`config.mk`:
```
export PLATFORM = sky130hd
export DESIGN_NAME = audio_rate_buffer
export DESIGN_NICKNAME = d
export VERILOG_FILES = /design/src/rtl/audio_rate_buffer.sv
export SDC_FILE = /design/constraint.sdc
export NUM_CORES = 1
export LEC_CHECK = 0
export ABC_AREA = 1
export CAP_MARGIN = 5
export CORE_MARGIN = 8
export CORE_UTILIZATION = 61
export DETAILED_ROUTE_END_ITERATION = 12
export PLACE_DENSITY = 0.8
export SLEW_MARGIN = 20
export SYNTH_ARGS = -nofsm -noshare
export SYNTH_HDL_FRONTEND = slang
export SYNTH_SLANG_ARGS = --single-unit
```
`constraint.sdc`:
```
create_clock -name clk_25mhz -period 2.71 [get_ports clk_25mhz]
set_input_delay 0.271 -clock clk_25mhz [delete_from_list [all_inputs] [get_ports clk_25mhz]]
set_output_delay 0.271 -clock clk_25mhz [all_outputs]
set_load 0.03 [all_outputs]
```
`src/rtl/audio_rate_buffer.sv`:
```
// Elastic sample FIFO between the bursty upstream audio path and the DAC:
// samples are written on data_ready and replayed at a fixed local sample rate.
//
// state | meaning
// FILL  | collecting samples until the prefill threshold, no playback
// PLAY  | one FIFO read per rate tick; an empty FIFO at a tick drops back to FILL
module audio_rate_buffer #(
    parameter int clock_max   = 25_000_000,
    parameter int sample_rate = 48_000,
    parameter int depth       = 16,
    parameter int prefill     = 8
) (
    input  logic                     clk_25mhz,
    input  logic                     reset,
    input  logic                     data_ready,
    input  logic [15:0]              audio_in,
    output logic [15:0]              audio_out,
    output logic                     sample_valid,
    output logic [$clog2(depth):0]   fifo_level,
    output logic                     overflow,
    output logic                     underrun
);

    localparam int DIV = clock_max / sample_rate;
    localparam int CW  = $clog2(DIV);
    localparam int AW  = $clog2(depth);
    localparam int LW  = AW + 1;
    localparam logic [CW-1:0] TICK_LAST   = CW'(DIV - 1);
    localparam logic [LW-1:0] FULL_LVL    = LW'(depth);
    localparam logic [LW-1:0] PREFILL_LVL = LW'(prefill);

    typedef enum logic {FILL = 1'b0, PLAY = 1'b1} state_t;

    state_t        state, state_nxt;
    logic [CW-1:0] tick_cnt;
    logic          tick;
    logic [15:0]   mem [depth];
    logic [AW-1:0] wr_ptr, rd_ptr;
    logic          full, empty;
    logic          rd_en, wr_en, starve, drop;

    assign tick  = (tick_cnt == TICK_LAST);
    assign full  = (fifo_level == FULL_LVL);
    assign empty = (fifo_level == '0);

    // Free-running rate counter, independent of the FSM state.
    always_ff @(posedge clk_25mhz) begin
        if (reset)
            tick_cnt <= '0;
        else if (tick)
            tick_cnt <= '0;
        else
            tick_cnt <= tick_cnt + 1'b1;
    end

    always_ff @(posedge clk_25mhz) begin
        if (reset)
            state <= FILL;
        else
            state <= state_nxt;
    end

    always_comb begin
        state_nxt = state;
        case (state)
            FILL: if (fifo_level >= PREFILL_LVL) state_nxt = PLAY;
            PLAY: if (tick && empty)             state_nxt = FILL;
            default: state_nxt = FILL;
        endcase
    end

    always_comb begin
        rd_en  = 1'b0;
        starve = 1'b0;
        if (state == PLAY && tick) begin
            rd_en  = !empty;
            starve = empty;
        end
    end

    // A write at full is still accepted when a read frees a slot on the same edge.
    assign wr_en = data_ready && (!full || rd_en);
    assign drop  = data_ready && full && !rd_en;

    always_ff @(posedge clk_25mhz) begin
        if (wr_en)
            mem[wr_ptr] <= audio_in;
    end

    always_ff @(posedge clk_25mhz) begin
        if (reset) begin
            wr_ptr       <= '0;
            rd_ptr       <= '0;
            fifo_level   <= '0;
            audio_out    <= '0;
            sample_valid <= 1'b0;
            overflow     <= 1'b0;
            underrun     <= 1'b0;
        end else begin
            if (wr_en)
                wr_ptr <= wr_ptr + 1'b1;
            if (rd_en) begin
                rd_ptr    <= rd_ptr + 1'b1;
                audio_out <= mem[rd_ptr];
            end
            case ({wr_en, rd_en})
                2'b10:   fifo_level <= fifo_level + 1'b1;
                2'b01:   fifo_level <= fifo_level - 1'b1;
                default: fifo_level <= fifo_level;
            endcase
            // An empty tick still strobes sample_valid to keep the DAC cadence.
            sample_valid <= rd_en | starve;
            overflow     <= drop;
            underrun     <= starve;
        end
    end

endmodule

```
======== Word level (Yosys, flattened, before mapping) ========
Memory sizes are Yosys's and may differ from the RTL's. A register that Yosys moved wholly into a read port is not among the register bits.
Cells that the tools add are included.
cells by class
  $add $sub $neg .......................... 5
  multiply operators ...................... 0
  divide/modulo/power cells ............... 0
  magnitude comparators ................... 1
  equal/unequal tests ..................... 4
  shifts and indexed selects .............. 0
  muxes and demuxes ....................... 8
  bitwise logic cells ..................... 2
  reductions and logical operators ........ 12
operators by type and width
  cell                     count
  $add A10 B1 Y10 const B  1
  $eq A10 B10 Y1 const B   1
  $pmux W5 S2              1
  $add A4 B1 Y4 const B    2
  $mux W1                  6
  $add A5 B1 Y5 const B    1
  $eq A5 B5 Y1 const B     1
  $ge A5 B4 Y1 const B     1
  $logic_and A1 B1 Y1      5
  $logic_not A5 Y1         1
  $sub A5 B1 Y5 const B    1
  $logic_not A1 Y1         3
  $eq A2 B1 Y1 const B     1
  $eq A2 B2 Y1 const B     1
  $pmux W1 S2              1
  $reduce_bool A2 Y1       1
  $reduce_or A2 Y1         1
  $logic_or A1 B1 Y1       1
  $not A1 Y1               1
  $or A1 B1 Y1             1
word-level totals
  register bits after elaboration ......... 27
  latch bits .............................. 0
  bits in writable memories ............... 256
  memory bits (read-only) ................. 0
  input bits .............................. 19
  output and inout bits ................... 24
  logic and storage cells ................. 41
  memories ................................ 1
memories
  name  depth  width  read ports  clocked after Yosys merged registers in  wr ports  line  source
  mem   16     16     1           1                                        1         37    logic [15:0] mem [depth];

======== Logic depth before layout (Yosys ltp) ========
  depth in word-level cells ............... 7
  mapped depth ............................ 16
  mapped depth without buffers ............ 16

======== Worst setup path before layout ========
OpenSTA, ideal clock, no wires.
  path type ............................... register -> register
  from .................................... register fifo_level[0]
  to ...................................... memory mem[11][0], enable pin
  setup time .............................. 0.388 ns
  arrival time ............................ 2.072 ns
  data required time ...................... 2.322 ns
  slack ................................... 0.250 ns
  cell stages (with the launch flop) ...... 9
  path buffers ............................ 0
  period minus slack after synthesis ...... 2.460 ns
  cells stage by stage .................... dfxtp_1 nor2_1 nand3_2 nand4_1 nand2_1 nand2_2 inv_4 nand2_1 nor2_1
on the way
  longest elaborated chain between the ends .. 7
  elaborated cells between the ends (all ways) .. 9
  those cells by class .................... 1 x eq/ne; 3 x mux; 5 x reduce/logical
RTL lines
  element                            line  source
  from (decl)                        19    output logic [$clog2(depth):0] fifo_level,
  from (signal assigned)             107   2'b10: fifo_level <= fifo_level + 1'b1;
  from (signal assigned)             108   2'b01: fifo_level <= fifo_level - 1'b1;
  from (signal assigned)             109   default: fifo_level <= fifo_level;
  $logic_not A5 Y1                   44    assign empty = (fifo_level == '0);
  $logic_not A1 Y1                   76    rd_en = !empty;
  $mux W1                            75    if (state == PLAY && tick) begin
  $logic_or A1 B1 Y1 (*)             82    assign wr_en = data_ready && (!full || rd_en);
  $logic_and A1 B1 Y1 (*)            82
  $mux W1 (*)                        86    if (wr_en)
  $mux W1 (not written as such) (*)  87    mem[wr_ptr] <= audio_in;
  to (decl)                          37
Every way passes the cells marked *; elsewhere a longest branch is shown, timed or not.

======== Worst setup path in the final report ========
  from .................................... register tick_cnt[0]
  to ...................................... memory mem[11][15], enable pin
on the way
  longest elaborated chain between the ends .. 7
RTL lines
  element                        line  source
  from (decl)                    35    logic [CW-1:0] tick_cnt;
  from (signal assigned)         53    tick_cnt <= tick_cnt + 1'b1;
  $eq A10 B10 Y1                 42    assign tick = (tick_cnt == TICK_LAST);
  $logic_and A1 B1 Y1            75
  $mux W1                        75
  $logic_or A1 B1 Y1             82
  $logic_and A1 B1 Y1            82
  $mux W1                        86
  $mux W1 (not written as such)  87
Every way passes these cells.

==> impl_metrics.toml <==
[run_status]
outcome = "finished clean"

[placed_design]
dpl.hpwl_mm = 16.3
dp_cells = 1234
pre_cts_ws_ns = 0.434
place_area_um2 = 12800
routabilityCongestion = 0.851
numPortBuffers = 42

[timing]
setup_viol = 0
tns_ns = 0
finalHoldWorstSlack_ns = 0.470
fmax_ghz = 0.434
slew_headroom_pct = 49.9
hold_viol_final = 0
final.period_utilization_pct = 85.0
period_needed_ns = 2.30
clock_skew_ns = 0.0197
layout_setup_ws_ns = 0.407
drv_slew = 0
rsz0062_at_grt = "false"
worst_pin_slew_ns = 0.749

[setup_path]
arrival_ns = 2.50
cp_max_fo = 16
cp-startpoint = "tick_cnt[0]"
r2r_setup_slack_ns = 0.41
cp-end-kind = "flop"
worst-setup-path-type = "flop to flop"
r2r_end = "mem[11][15]"
r2r-start = "tick_cnt[0]"
critPathLaunchType = "flop"
worst-r2r-cell-count = 10
required_ns = 2.91
crit_end = "mem[11][15]"

[synth]
yosysWarningCount = 0
syn_avg_cell_area_um2 = 12.5
ys_seq_area_share_pct = 71.6
yosys-top-cells-area = "edfxtp_1 64%, dfxtp_1 7.2%, o21ai_0 5.8%"
synth_flop_cell = "edfxtp_1"
synth_top_area_share_pct = 64.4
syn_nets = 979
postSynthCellCount = 953
synthDistinctLibCells = 39
synth.largest_area_cell = "edfxtp_1"
synth-edff-count = 256
synth_async_sr_flop_share_pct = 0
synth-seq-cells = 299
syn_area_um2 = 11900

[final_layout]
fin_util_pct = 70.7
fin_nets = 1026
drive_above_1_share_pct = 11.4
postLayoutCellArea_um2 = 13700
area_delta_synth_final_pct = 14.4
finalNonFillerCells = 1287
num_antenna_cells = 0

[clocking]
cts_resized = 0
cts-root-buf = "clkbuf_16"
cts_tree = "built"
clock_sinks = 299
clock_path_buffers = 3
htree_levels = 1
clkTransAtPathRegs_ns = 0.06
cts_buffers = 29
postCtsSetupRepairBufs = 0
clock_latency_ns = 0.54
ctsHoldBuffers = 0

[floorplan]
initial_utilization_pct = 61.8
die_area_um2 = 24300
rows = 51
die_h_um = 156
core_um2 = 19300
die_w_um = 156
io_pins = 43

[route]
firstDrtPassIters = 5
post_drt_wl_per_cell_um = 21.0
via_per_inst = 6.16
drt-total-wl_mm = 27.0
drc = 0
num_vias = 7922
first_iter_violations = 841
ant_nets = 0

[global_routing]
grt_pass1_wl_mm = 42.4
grt.overflow.total = 0
track_usage_pct = 22.3
grt_pass1_vias = 7768
antenna_found_initial = 0
grt_max_degree = 131

[power_and_ir_drop]
power.total_mw = 9.27
p_per_area_nw_per_um2 = 678
ir_worst_vdd_mv = 0.571
power.leakage_nw = 4.59

[min_path]
min_path_type = "flop to flop"

[flow_run]
cap_violations = 0
==> worst max-delay path, cell delays in order (launching register included) <==
cell and delay, ns:
dfxtp_1 0.37, ha_1 0.22, nand3_1 0.09, nor2_1 0.17, nand4_1 0.12, nand2_1 0.12, nand2_2 0.10, inv_4 0.09
nand2_1 0.20, nor2_2 0.15, buf_4 0.31
==> how the worst min path moves through the flow <==
| stage | start | cells after the start | to | slack, ns |
|---|---|---|---|---|
| after floorplan | audio_in[0] | 0 | mem[0][0] | 0.37 |
| after global placement | tick_cnt[0] | 1 | tick_cnt[0] | 0.44 |
| after detailed placement | tick_cnt[0] | 1 | tick_cnt[0] | 0.46 |
| after CTS | tick_cnt[0] | 1 | tick_cnt[0] | 0.47 |
| after global routing | tick_cnt[0] | 1 | tick_cnt[0] | 0.49 |
| final | tick_cnt[0] | 1 | tick_cnt[0] | 0.47 |
==> final cells by class <==
class / instances / area [um2]
timing repair buffer: 74 / 698
multi-input combinational: 543 / 2960
sequential: 299 / 8550
inverter: 53 / 208
clock inverter: 13 / 113
clock buffer: 40 / 807
tap: 265 / 332
fill: 1269 / 5660
==> cells in the mapped netlist, types with 2 or more instances <==
library cell    n
clkinv_1        2
nand3_1        40
xnor2_1         2
o21ai_0       138
inv_2           4
a211oi_1        2
o21bai_1        2
clkbuf_1       37
dfxtp_1        43
buf_4           3
o21ai_1         5
nor3_1          5
xor2_1          2
edfxtp_1      256
ha_1            7
nand4_1         4
o22ai_1        22
nor2_2          3
inv_1          45
a21oi_1        13
nor2_1        168
nand2_2         6
nand2_1        32
o211ai_2        2
o211ai_1       36
buf_2          14
o221ai_1       42
buf_6           3
nor3b_1         2
nand3_2         4
==> registers in the layout (all words and copies together), names as in the netlist <==
register      cells
state             1
wr_ptr            4
tick_cnt         10
rd_ptr            4
overflow          1
mem             256
underrun          1
audio_out        16
sample_valid      1
fifo_level        5
==> cells by family after synthesis <==
family	share of synthesized area (%)
XOR/XNOR	0.293
AO/OA/AOI/OAI	13.6
buffers and inverters	3.99
flip-flops	71.6
AND/OR/NAND/NOR	9.87
adder cells (fa/ha/maj)	0.733
==> power by group <==
| group | switching (mW) | leakage (nW) | internal (mW) |
|---|---|---|---|
| Sequential | 0.0312 | 2.66 | 5.06 |
| Clock | 1.61 | 0.454 | 2.26 |
| Combinational | 0.218 | 1.47 | 0.0919 |
| Total | 1.86 | 4.59 | 7.41 |
==> per-layer routing <==
layer  up-vias  GRT usage (%)  part of all wire, %  wire [um]
met5         -              0                    0          0
met4         0           7.44                  2.5        667
met3        55           3.80                  9.0       2440
met2       382           37.7                   51      13700
met1      3864           28.7                   38      10200
li1       3621              -                    -          -
==> layout by cell type (no fill, tap or decap), drive strengths merged, types with 2 or more instances in the layout <==
master | Yosys | final
o21bai | 2 | 2
o211ai | 38 | 38
o221ai | 42 | 42
nand2 | 39 | 39
ha | 7 | 7
clkinv | 3 | 15
bufinv | 0 | 2
nand3 | 44 | 44
o21ai | 143 | 143
clkdlybuf4s50 | 0 | 42
buf | 20 | 32
a211oi | 2 | 2
xnor2 | 2 | 2
nor2 | 172 | 172
o22ai | 22 | 22
clkbuf | 38 | 40
nand4 | 5 | 5
nor3 | 6 | 6
inv | 50 | 49
xor2 | 2 | 2
edfxtp | 256 | 256
nor3b | 2 | 2
dfxtp | 43 | 43
a21oi | 13 | 13
Note: power is estimated with default switching activity, not from simulation.
